## src/rtl/tx_queue_scheduler.sv

```systemverilog
`timescale 1ns/1ps
// ---------------------------------------------------------------------------
// tx_queue_scheduler
//
// Sequences the four tx queue FIFOs. Each queue can hold the length of one
// pending packet in 64-bit words. Once a queue's FIFO holds the whole packet,
// the queue is enabled and the medium grants tx, the queue is picked
// round-robin. The scheduler then steers the FIFO read mux (tx_queue_idx) and
// pulses the read enable (ACC_ASK_DATA) exactly once per word of that packet.
//
// Ports
//   clk, rst                 system clock, asynchronous active-high reset
//   data_count0..3           occupancy of queue FIFO 0..3 (words)
//   queue_enable[3:0]        per-queue enable; a disabled queue is never granted
//   pkt_len_wr               1-cycle pulse: load a pending packet length
//   pkt_len_wr_queue[1:0]    target queue of pkt_len_wr
//   pkt_len_wr_num           packet length in words
//   tx_start_ok              medium grant (level), sampled only while idle
//   EMPTYN_TO_ACC            not-empty flag of the currently selected queue
//   overflow_clr             pulse: clears pend_overflow and len_zero_err
//   tx_queue_idx[1:0]        selected queue, held from grant to next grant
//   ACC_ASK_DATA             FIFO read enable toward the selected queue
//   tx_busy                  high whenever a packet is being scheduled
//   tx_done                  1-cycle pulse after the last word is read
//   pend_valid[3:0]          per-queue pending-length-held flags
//   pend_overflow[3:0]       sticky: write dropped, queue already held a length
//   len_zero_err             sticky: zero-length write ignored
// ---------------------------------------------------------------------------
module tx_queue_scheduler #(
    parameter int MAX_BIT_NUM_DMA_SYMBOL = 14
) (
    input  logic                              clk,
    input  logic                              rst,
    input  logic [MAX_BIT_NUM_DMA_SYMBOL-1:0] data_count0,
    input  logic [MAX_BIT_NUM_DMA_SYMBOL-1:0] data_count1,
    input  logic [MAX_BIT_NUM_DMA_SYMBOL-1:0] data_count2,
    input  logic [MAX_BIT_NUM_DMA_SYMBOL-1:0] data_count3,
    input  logic [3:0]                        queue_enable,
    input  logic                              pkt_len_wr,
    input  logic [1:0]                        pkt_len_wr_queue,
    input  logic [MAX_BIT_NUM_DMA_SYMBOL-1:0] pkt_len_wr_num,
    input  logic                              tx_start_ok,
    input  logic                              EMPTYN_TO_ACC,
    input  logic                              overflow_clr,
    output logic [1:0]                        tx_queue_idx,
    output logic                              ACC_ASK_DATA,
    output logic                              tx_busy,
    output logic                              tx_done,
    output logic [3:0]                        pend_valid,
    output logic [3:0]                        pend_overflow,
    output logic                              len_zero_err
);

    localparam int W = MAX_BIT_NUM_DMA_SYMBOL;

    typedef enum logic [1:0] {
        IDLE  = 2'd0,
        SETUP = 2'd1,
        READ  = 2'd2,
        DONE  = 2'd3
    } state_t;

    state_t         state;
    state_t         state_nx;

    logic [W-1:0]   pend_len   [4];
    logic [W-1:0]   data_count [4];
    logic [W-1:0]   word_cnt;
    logic [1:0]     last;

    logic [3:0]     elig;
    logic [1:0]     winner;
    logic [1:0]     cand;
    logic           found;
    logic           grant;
    logic           rd;

    logic [3:0]     pend_valid_nx;
    logic [3:0]     pend_overflow_nx;
    logic           len_zero_err_nx;
    logic           len_we;

    assign data_count[0] = data_count0;
    assign data_count[1] = data_count1;
    assign data_count[2] = data_count2;
    assign data_count[3] = data_count3;

    // A queue is eligible only when its FIFO already holds the whole packet.
    always_comb begin
        elig = '0;
        for (int unsigned i = 0; i < 4; i++) begin
            elig[i] = pend_valid[i] & queue_enable[i] & (data_count[i] >= pend_len[i]);
        end
    end

    // Round-robin: search last+1, last+2, ... (2-bit add wraps mod 4).
    always_comb begin
        winner = last;
        cand   = '0;
        found  = 1'b0;
        for (int unsigned k = 1; k <= 4; k++) begin
            cand = last + 2'(k);
            if (!found && elig[cand]) begin
                winner = cand;
                found  = 1'b1;
            end
        end
    end

    assign grant = (state == IDLE) & tx_start_ok & found;
    assign rd    = (state == READ) & EMPTYN_TO_ACC & (word_cnt != '0);

    // FSM state register
    always_ff @(posedge clk or posedge rst) begin
        if (rst) begin
            state <= IDLE;
        end else begin
            state <= state_nx;
        end
    end

    // FSM next state and outputs
    always_comb begin
        state_nx     = state;
        ACC_ASK_DATA = 1'b0;
        tx_busy      = 1'b1;
        tx_done      = 1'b0;
        unique case (state)
            IDLE: begin
                tx_busy = 1'b0;
                if (grant) begin
                    state_nx = SETUP;
                end
            end
            SETUP: begin
                state_nx = READ;
            end
            READ: begin
                ACC_ASK_DATA = rd;
                if (rd && (word_cnt == W'(1))) begin
                    state_nx = DONE;
                end
            end
            DONE: begin
                tx_done  = 1'b1;
                state_nx = IDLE;
            end
            default: begin
                state_nx = IDLE;
            end
        endcase
    end

    // Pending-length bookkeeping. The grant clears the winner's flag first; a
    // same-cycle write to that queue then re-arms it with the new length while
    // the grant has already latched the old one. Sticky sets win over clear.
    always_comb begin
        pend_valid_nx    = pend_valid;
        pend_overflow_nx = overflow_clr ? '0 : pend_overflow;
        len_zero_err_nx  = overflow_clr ? 1'b0 : len_zero_err;
        len_we           = 1'b0;
        if (grant) begin
            pend_valid_nx[winner] = 1'b0;
        end
        if (pkt_len_wr) begin
            if (pkt_len_wr_num == '0) begin
                len_zero_err_nx = 1'b1;
            end else if (!pend_valid[pkt_len_wr_queue] ||
                         (grant && (winner == pkt_len_wr_queue))) begin
                len_we                          = 1'b1;
                pend_valid_nx[pkt_len_wr_queue] = 1'b1;
            end else begin
                pend_overflow_nx[pkt_len_wr_queue] = 1'b1;
            end
        end
    end

    always_ff @(posedge clk or posedge rst) begin
        if (rst) begin
            tx_queue_idx  <= '0;
            word_cnt      <= '0;
            last          <= 2'd3;
            pend_valid    <= '0;
            pend_overflow <= '0;
            len_zero_err  <= 1'b0;
            for (int unsigned i = 0; i < 4; i++) begin
                pend_len[i] <= '0;
            end
        end else begin
            if (grant) begin
                tx_queue_idx <= winner;
                word_cnt     <= pend_len[winner];
                last         <= winner;
            end else if (rd) begin
                word_cnt <= word_cnt - W'(1);
            end
            if (len_we) begin
                pend_len[pkt_len_wr_queue] <= pkt_len_wr_num;
            end
            pend_valid    <= pend_valid_nx;
            pend_overflow <= pend_overflow_nx;
            len_zero_err  <= len_zero_err_nx;
        end
    end

endmodule

```

## config.mk

```make
export PLATFORM = sky130hd
export DESIGN_NAME = tx_queue_scheduler
export DESIGN_NICKNAME = d
export VERILOG_FILES = /design/src/rtl/tx_queue_scheduler.sv
export SDC_FILE = /design/constraint.sdc
export NUM_CORES = 1
export LEC_CHECK = 0
export ABC_AREA = 1
export BUFFER_PORTS_ARGS = -buffer_cell sky130_fd_sc_hd__buf_2
export CAP_MARGIN = 5
export CORE_ASPECT_RATIO = 1.1
export CORE_MARGIN = 2
export CORE_UTILIZATION = 45
export CTS_CLUSTER_DIAMETER = 60
export DETAILED_ROUTE_END_ITERATION = 7
export PLACE_DENSITY = 0.66
export SKIP_LAST_GASP = 1
export SLEW_MARGIN = 20
export SYNTH_ARGS = -nofsm -noshare
export SYNTH_HDL_FRONTEND = slang
export SYNTH_SLANG_ARGS = --single-unit
export TNS_END_PERCENT = 50
```

## constraint.sdc

```tcl
create_clock -name clk -period 3.05 [get_ports clk]
set_input_delay 0.1525 -clock clk [delete_from_list [all_inputs] [get_ports clk]]
set_output_delay 0.1525 -clock clk [all_outputs]
set_load 0.005 [all_outputs]
```

-- After elaboration in Yosys (flattened, before gate mapping)
Index checks and enable logic that the tools add are counted.
- register bits after elaboration: 85
- input bits: 82
- output and inout port bits: 14
- logic and storage cells: 123
- add/sub/neg operators: 4
- magnitude comparators: 15
- equality and inequality tests: 7
- multiplexer cells: 50
- bitwise operators: 18
- reductions and logical operators: 18
- operators by type and width (operator ; count):
    $mux 14 ; 5
    $bwmux 56 ; 1
    $ge 14x14->1 ; 4
    $mux 4 ; 8
    $bmux 14 s2 ; 1
    $demux 14 s2 ; 1
    $mux 1 ; 20
    $lt 2x3->1 const B ; 6
    $eq 14x1->1 const B ; 1
    $logic_not 14->1 ; 1
    $reduce_bool 14->1 ; 1
    $sub 14x1->14 const B ; 1
    $and 1x1->1 ; 12
    $mux 2 ; 6
    $bmux 1 s2 ; 5
    $logic_and 1x1->1 ; 8
    $or 4x4->4 ; 2
    $pmux 2 s4 ; 1
    $ge 3x3->1 const B ; 2
    $not 2->3 ; 2
    $add 2x2->2 const B ; 2
    $and 4x4->4 ; 1
    $demux 1 s2 ; 2
    $eq 2x2->1 const B ; 2
    13 further kinds ; 17

-- Logic depth before layout (Yosys ltp)
- depth in word-level cells: 25
- depth in mapped cells: 25
- mapped depth without buffers: 24

-- Worst setup path before layout
OpenSTA, ideal clock, no wires.
- kind: register -> register
- start: register pend_len[41] in the netlist's numbering
- end: register pend_len[0] in the netlist's numbering
- library setup time: 117 ps
- arrival time: 2407 ps
- data required time: 2933 ps
- path slack: 526 ps
- stages on the path, launching flop included: 22
- buffers on the path: 1
- clock period less this slack: 2524 ps
- cells stage by stage: dfrtp_1 > inv_1 > ha_1 > nand2_1 > inv_2 > nand3_1 > nor2_1 > nor2_1 > nand3_1 > nand3_1 > nand2_2 > o21ai_2 > nand3_1 > nand3_1 > nand2_1 > nor2_2 > nand2_2 > nand2_4 > nand2_2 > buf_4 > nand2_1 > nand2_1
- cells in the longest elaborated chain, start to end: 20
- elaborated cells between the ends (all ways): 31
- classes of those cells: order compare (1); eq/ne (1); mux (19); bitwise (2); reduce/logical (8)
- ends and longest elaborated chain (element ; RTL line ; RTL):
    start, declared ; 66 ; logic [W-1:0] pend_len [4];
    start signal, assigned by index ; 198 ; pend_len[pkt_len_wr_queue] <= pkt_len_wr_num;
    $ge 14x14->1 * ; 92 ; elig[i] = pend_valid[i] & queue_enable[i] & (data_count[i] >= pend_len[i]);
    $and 1x1->1 * ; 92 ;
    $bmux 1 s2 ; 103 ; if (!found && elig[cand]) begin
    $mux 1 (not written as such) ; 103 ;
    $mux 1 ; 103 ;
    $logic_not 1->1 ; 103 ;
    $logic_and 1x1->1 ; 103 ;
    $mux 1 ; 103 ;
    (+4 left out) ; -- ;
    $logic_and 1x1->1 ; 103 ;
    $mux 2 / $mux 1 (equally long branches) ; 103 ;
    $eq 2x2->1 / $and 1x1->1 (equally long branches) ; 169, 110 ;
    $logic_and 1x1->1 * ; 169 ; (grant && (winner == pkt_len_wr_queue))) begin
    $logic_or 1x1->1 * ; 168 ; end else if (!pend_valid[pkt_len_wr_queue] ||
    $mux 1 * ; 168 ;
    $mux 1 * ; 166 ; if (pkt_len_wr_num == '0) begin
    $mux 1 * ; 165 ; if (pkt_len_wr) begin
Mark *: on every way between the ends. The rest lies on a longest branch, timed or not. The select of a mux whose other input is x is not followed.
A chain may end at the register's enable or synchronous reset.

-- Worst setup path after layout
- start: register pend_len[53] in the netlist's numbering
- end: register pend_len[21] in the netlist's numbering
Same word-level chain as after synthesis.

==> results.toml <==
[status]
status = "completed"

[sta]
period_share_pct = 98.7
hold_viol = 0
finalCriticalPeriod_ps = 3010
fin_hold_ws_ps = 68.2
worst_slack_ps = 39.0
setup_viol = 0
drv_slew = 0
rsz0062_at_grt = "true"
max_freq_mhz = 332
worst_pin_slew_ps = 797
slew_headroom_pct = 46.8
fin_skew_ps = 6.61

[worst_hold_path]
min_from = "pkt_len_wr"
hold_depth = 2
hold_end = "len_zero_err"
min_path_type = "input pin to flip-flop"

[worst_setup_path]
worstPathCellList = "inv_2 > ha_4 > nand2_2 > nor2_4 > nand2_2 > nor2_2 > nand2_2 > nand3_4 > nand3_4 > nand2_4 > nand2_1 > nand2_1 > nand2_2 > nand2_2 > nand2_2 > nand3_2 > nand2_1 > nor2_2 > nand2_4 > nand2_8 > buf_12 > nand2_8 > nand2_2 > nand2_1"
worstSetupPathType = "flip-flop to flip-flop"
crit_slowest_cell = "dfrtp_1"
critPathLaunchType = "flip-flop"
cpMostUsedCell = "nand2_2"
r2r_slack_ps = 40
worstPathMaxFanout = 7
reg2reg_to = "pend_len[21]"
crit_path_end_kind = "flip-flop"
critical_path.reg2reg.startpoint = "pend_len[53]"
slowest_delay_ps = 380
arrival_ps = 3250
ff2ff_path_depth = 24
crit_required_ps = 3290

[drt]
antenna_left = 0
avgRoutedWirePerCell_um = 16.3
vias = 6363
drc = 0
wl_um = 19800
drtIter0Drc = 550
vias_per_cell = 5.24
drt-pass1-iter-count = 6

[grt]
antenna_found_initial = 0
grt_max_degree = 57
track_usage_pct = 26.8
grt.overflow.total = 0
grt_pass1_vias = 5882
grt_pass1_wl_um = 30000

[power]
ir_worst_vdd_mv = 0.640
powerDensity_nw_per_um2 = 1140
p_clk_share_pct = 13.3
p_sw_share_pct = 48.3
seqPwrFrac_pct = 23.5
netSwitchingPower_mw = 4.41
leakage_nw = 4.23
pwr-share-comb_pct = 63.2
power.internal_mw = 4.72

[floorplan]
die_x_um = 116
core_um2 = 13300
die_h_um = 127
rows = 44
num_io_pins = 96
dieArea_um2 = 14600
start_util_pct = 46.4

[place]
place_ws_ps = -86.8
place_congestion = 0.984
portBuffers = 95
place_hpwl_um = 14600

[synthesis]
synth.cell_area_um2 = 6150
synth_top_family_by_area = "simple AND/OR/NAND/NOR gates"
synth.net_count = 1036
synthMuxAreaShare_pct = 0
synth-simple-area-share_pct = 35.0
synth_edf_count = 0
synthDominantCellAreaShare_pct = 33.7
yosysWarningCount = 0
avgSynthCellArea_um2 = 6.90
synth_xor_area_share_pct = 1.69
ys_ff_latch = 85
async_reset_ff_share_pct = 100
ys_types = 37
ys_seq_area_share_pct = 34.6
synthAdderAreaFrac_pct = 12.6
synth_area_leaders = "dfrtp_1, nand2_1, ha_1, nand3_1, inv_1"
synth_compound_area_share_pct = 6.83
yosysTopAreaCell = "dfrtp_1"
synthFlopType = "dfrtp_1"
synth_cells = 892

[final_layout]
area_growth_pct = 30.7
layout.nets = 1170
final_common_cell = "nand2_1"
drive_above_1_share_pct = 25.6
final_cell_mix = "nand2_1, inv_1, buf_2"
diodes = 0

[clock_network]
cts_tree = "yes"
numCtsBuffers = 9
cts_max_path_buffers = 2
h-tree-depth = 3
clock_sinks = 85
insertion_delay_ps = 350
clk_pin_slew_ps = 60
root_buffer = "clkbuf_16"

[run]
cap_violations = 0
## cell usage after synthesis, types with 5 or more instances
cell type,instances
a21oi_1,22
xnor2_1,5
inv_1,112
buf_2,11
o21ai_1,5
o21ai_0,42
xor2_1,5
ha_1,62
nand3_1,104
nor3_1,5
nand2_1,323
nor2_1,59
clkbuf_1,5
nand2_2,7
nand4_1,5
dfrtp_1,83
## sequential cells by signal (all words and copies together), names as in the netlist
signal / count
len_zero_err: 1
last: 2
pend_overflow: 4
pend_len: 56
pend_valid: 4
word_cnt: 14
state: 2
tx_queue_idx: 2
## power by group through the flow
| stage | combinational, mW | sequential [mW] | clock [mW] |
|---|---|---|---|
| 2_1_floorplan | 3.16 | 1.97 | 0 |
| 3_3_place_gp | 4.57 | 2.13 | 0 |
| 3_5_place_dp | 4.62 | 2.14 | 0 |
| 4_1_cts | 4.68 | 2.12 | 1.23 |
| 5_1_grt | 6.45 | 2.20 | 1.28 |
| 6_report | 5.78 | 2.15 | 1.21 |
## cell type report
type / count / area (µm²)
Fill cell: 1245 / 5230
Multi-Input combinational cell: 669 / 3990
Sequential cell: 85 / 2130
Timing Repair Buffer: 145 / 930
Inverter: 116 / 438
Clock buffer: 10 / 239
Tap cell: 184 / 230
Clock inverter: 6 / 86.3
## worst max-delay path by stage
stage	startpoint	end	slack (ps)	depth (start not counted)
finish	pend_len[53]	pend_len[21]	40	24
global route	pend_len[46]	pend_len[16]	-80	22
CTS	pend_len[53]	pend_len[27]	3	22
detailed placement	pend_len[40]	word_cnt[13]	-90	20
global placement	pend_len[39]	word_cnt[13]	-80	20
floorplan	pend_len[41]	pend_len[0]	530	21
## metal layers
| metal | global-route usage [%] | up-vias | wire length (µm) |
|---|---|---|---|
| li1 | - | 3117 | - |
| met1 | 36.5 | 2966 | 8600 |
| met2 | 43.2 | 236 | 9280 |
| met3 | 5.45 | 44 | 1390 |
| met4 | 7.44 | 0 | 500 |
| met5 | 0 | - | 0 |
## through the flow
step | util (%) | setup TNS, ps | power (mW) | instances | instance area (µm²)
floorplan | - | 0 | 5.14 | 892 | 6150
global placement | 52.5 | -168 | 6.70 | 1176 | 6970
detailed placement | 52.5 | -487 | 6.76 | 1176 | 6970
CTS | 55.1 | 0 | 8.02 | 1192 | 7310
global route | 60.6 | -1900 | 9.93 | 1215 | 8040
finish | 60.6 | 0 | 9.13 | 1215 | 8040
## cells by family after synthesis
logic type,Yosys count
and+or+nand+nor,515
buffers and inverters,140
xor gates and xnor gates,11
AOI/OAI and AO/OA,79
DFF,85
adders and majority gates,62
## worst max-delay path: cells and delay by family, from the launching register on
kind | cells | cell delay, ps
adder cells (fa/ha/maj) | 1 | 270
buffers and inverters | 2 | 260
flip-flops | 1 | 380
AND/OR/NAND/NOR | 21 | 1960
## what timing repair did
item | 4_1_cts | 5_1_grt
hold buffers | 0 | 1
gates resized for setup | 3 | 119
pin swaps | 0 | 23
setup endpoints to repair | 48 | 78
setup buffers | 0 | 20
gates cloned | 0 | 2
endpoints found under the hold margin | 0 | 3
Power figures use the tool's default switching activity.
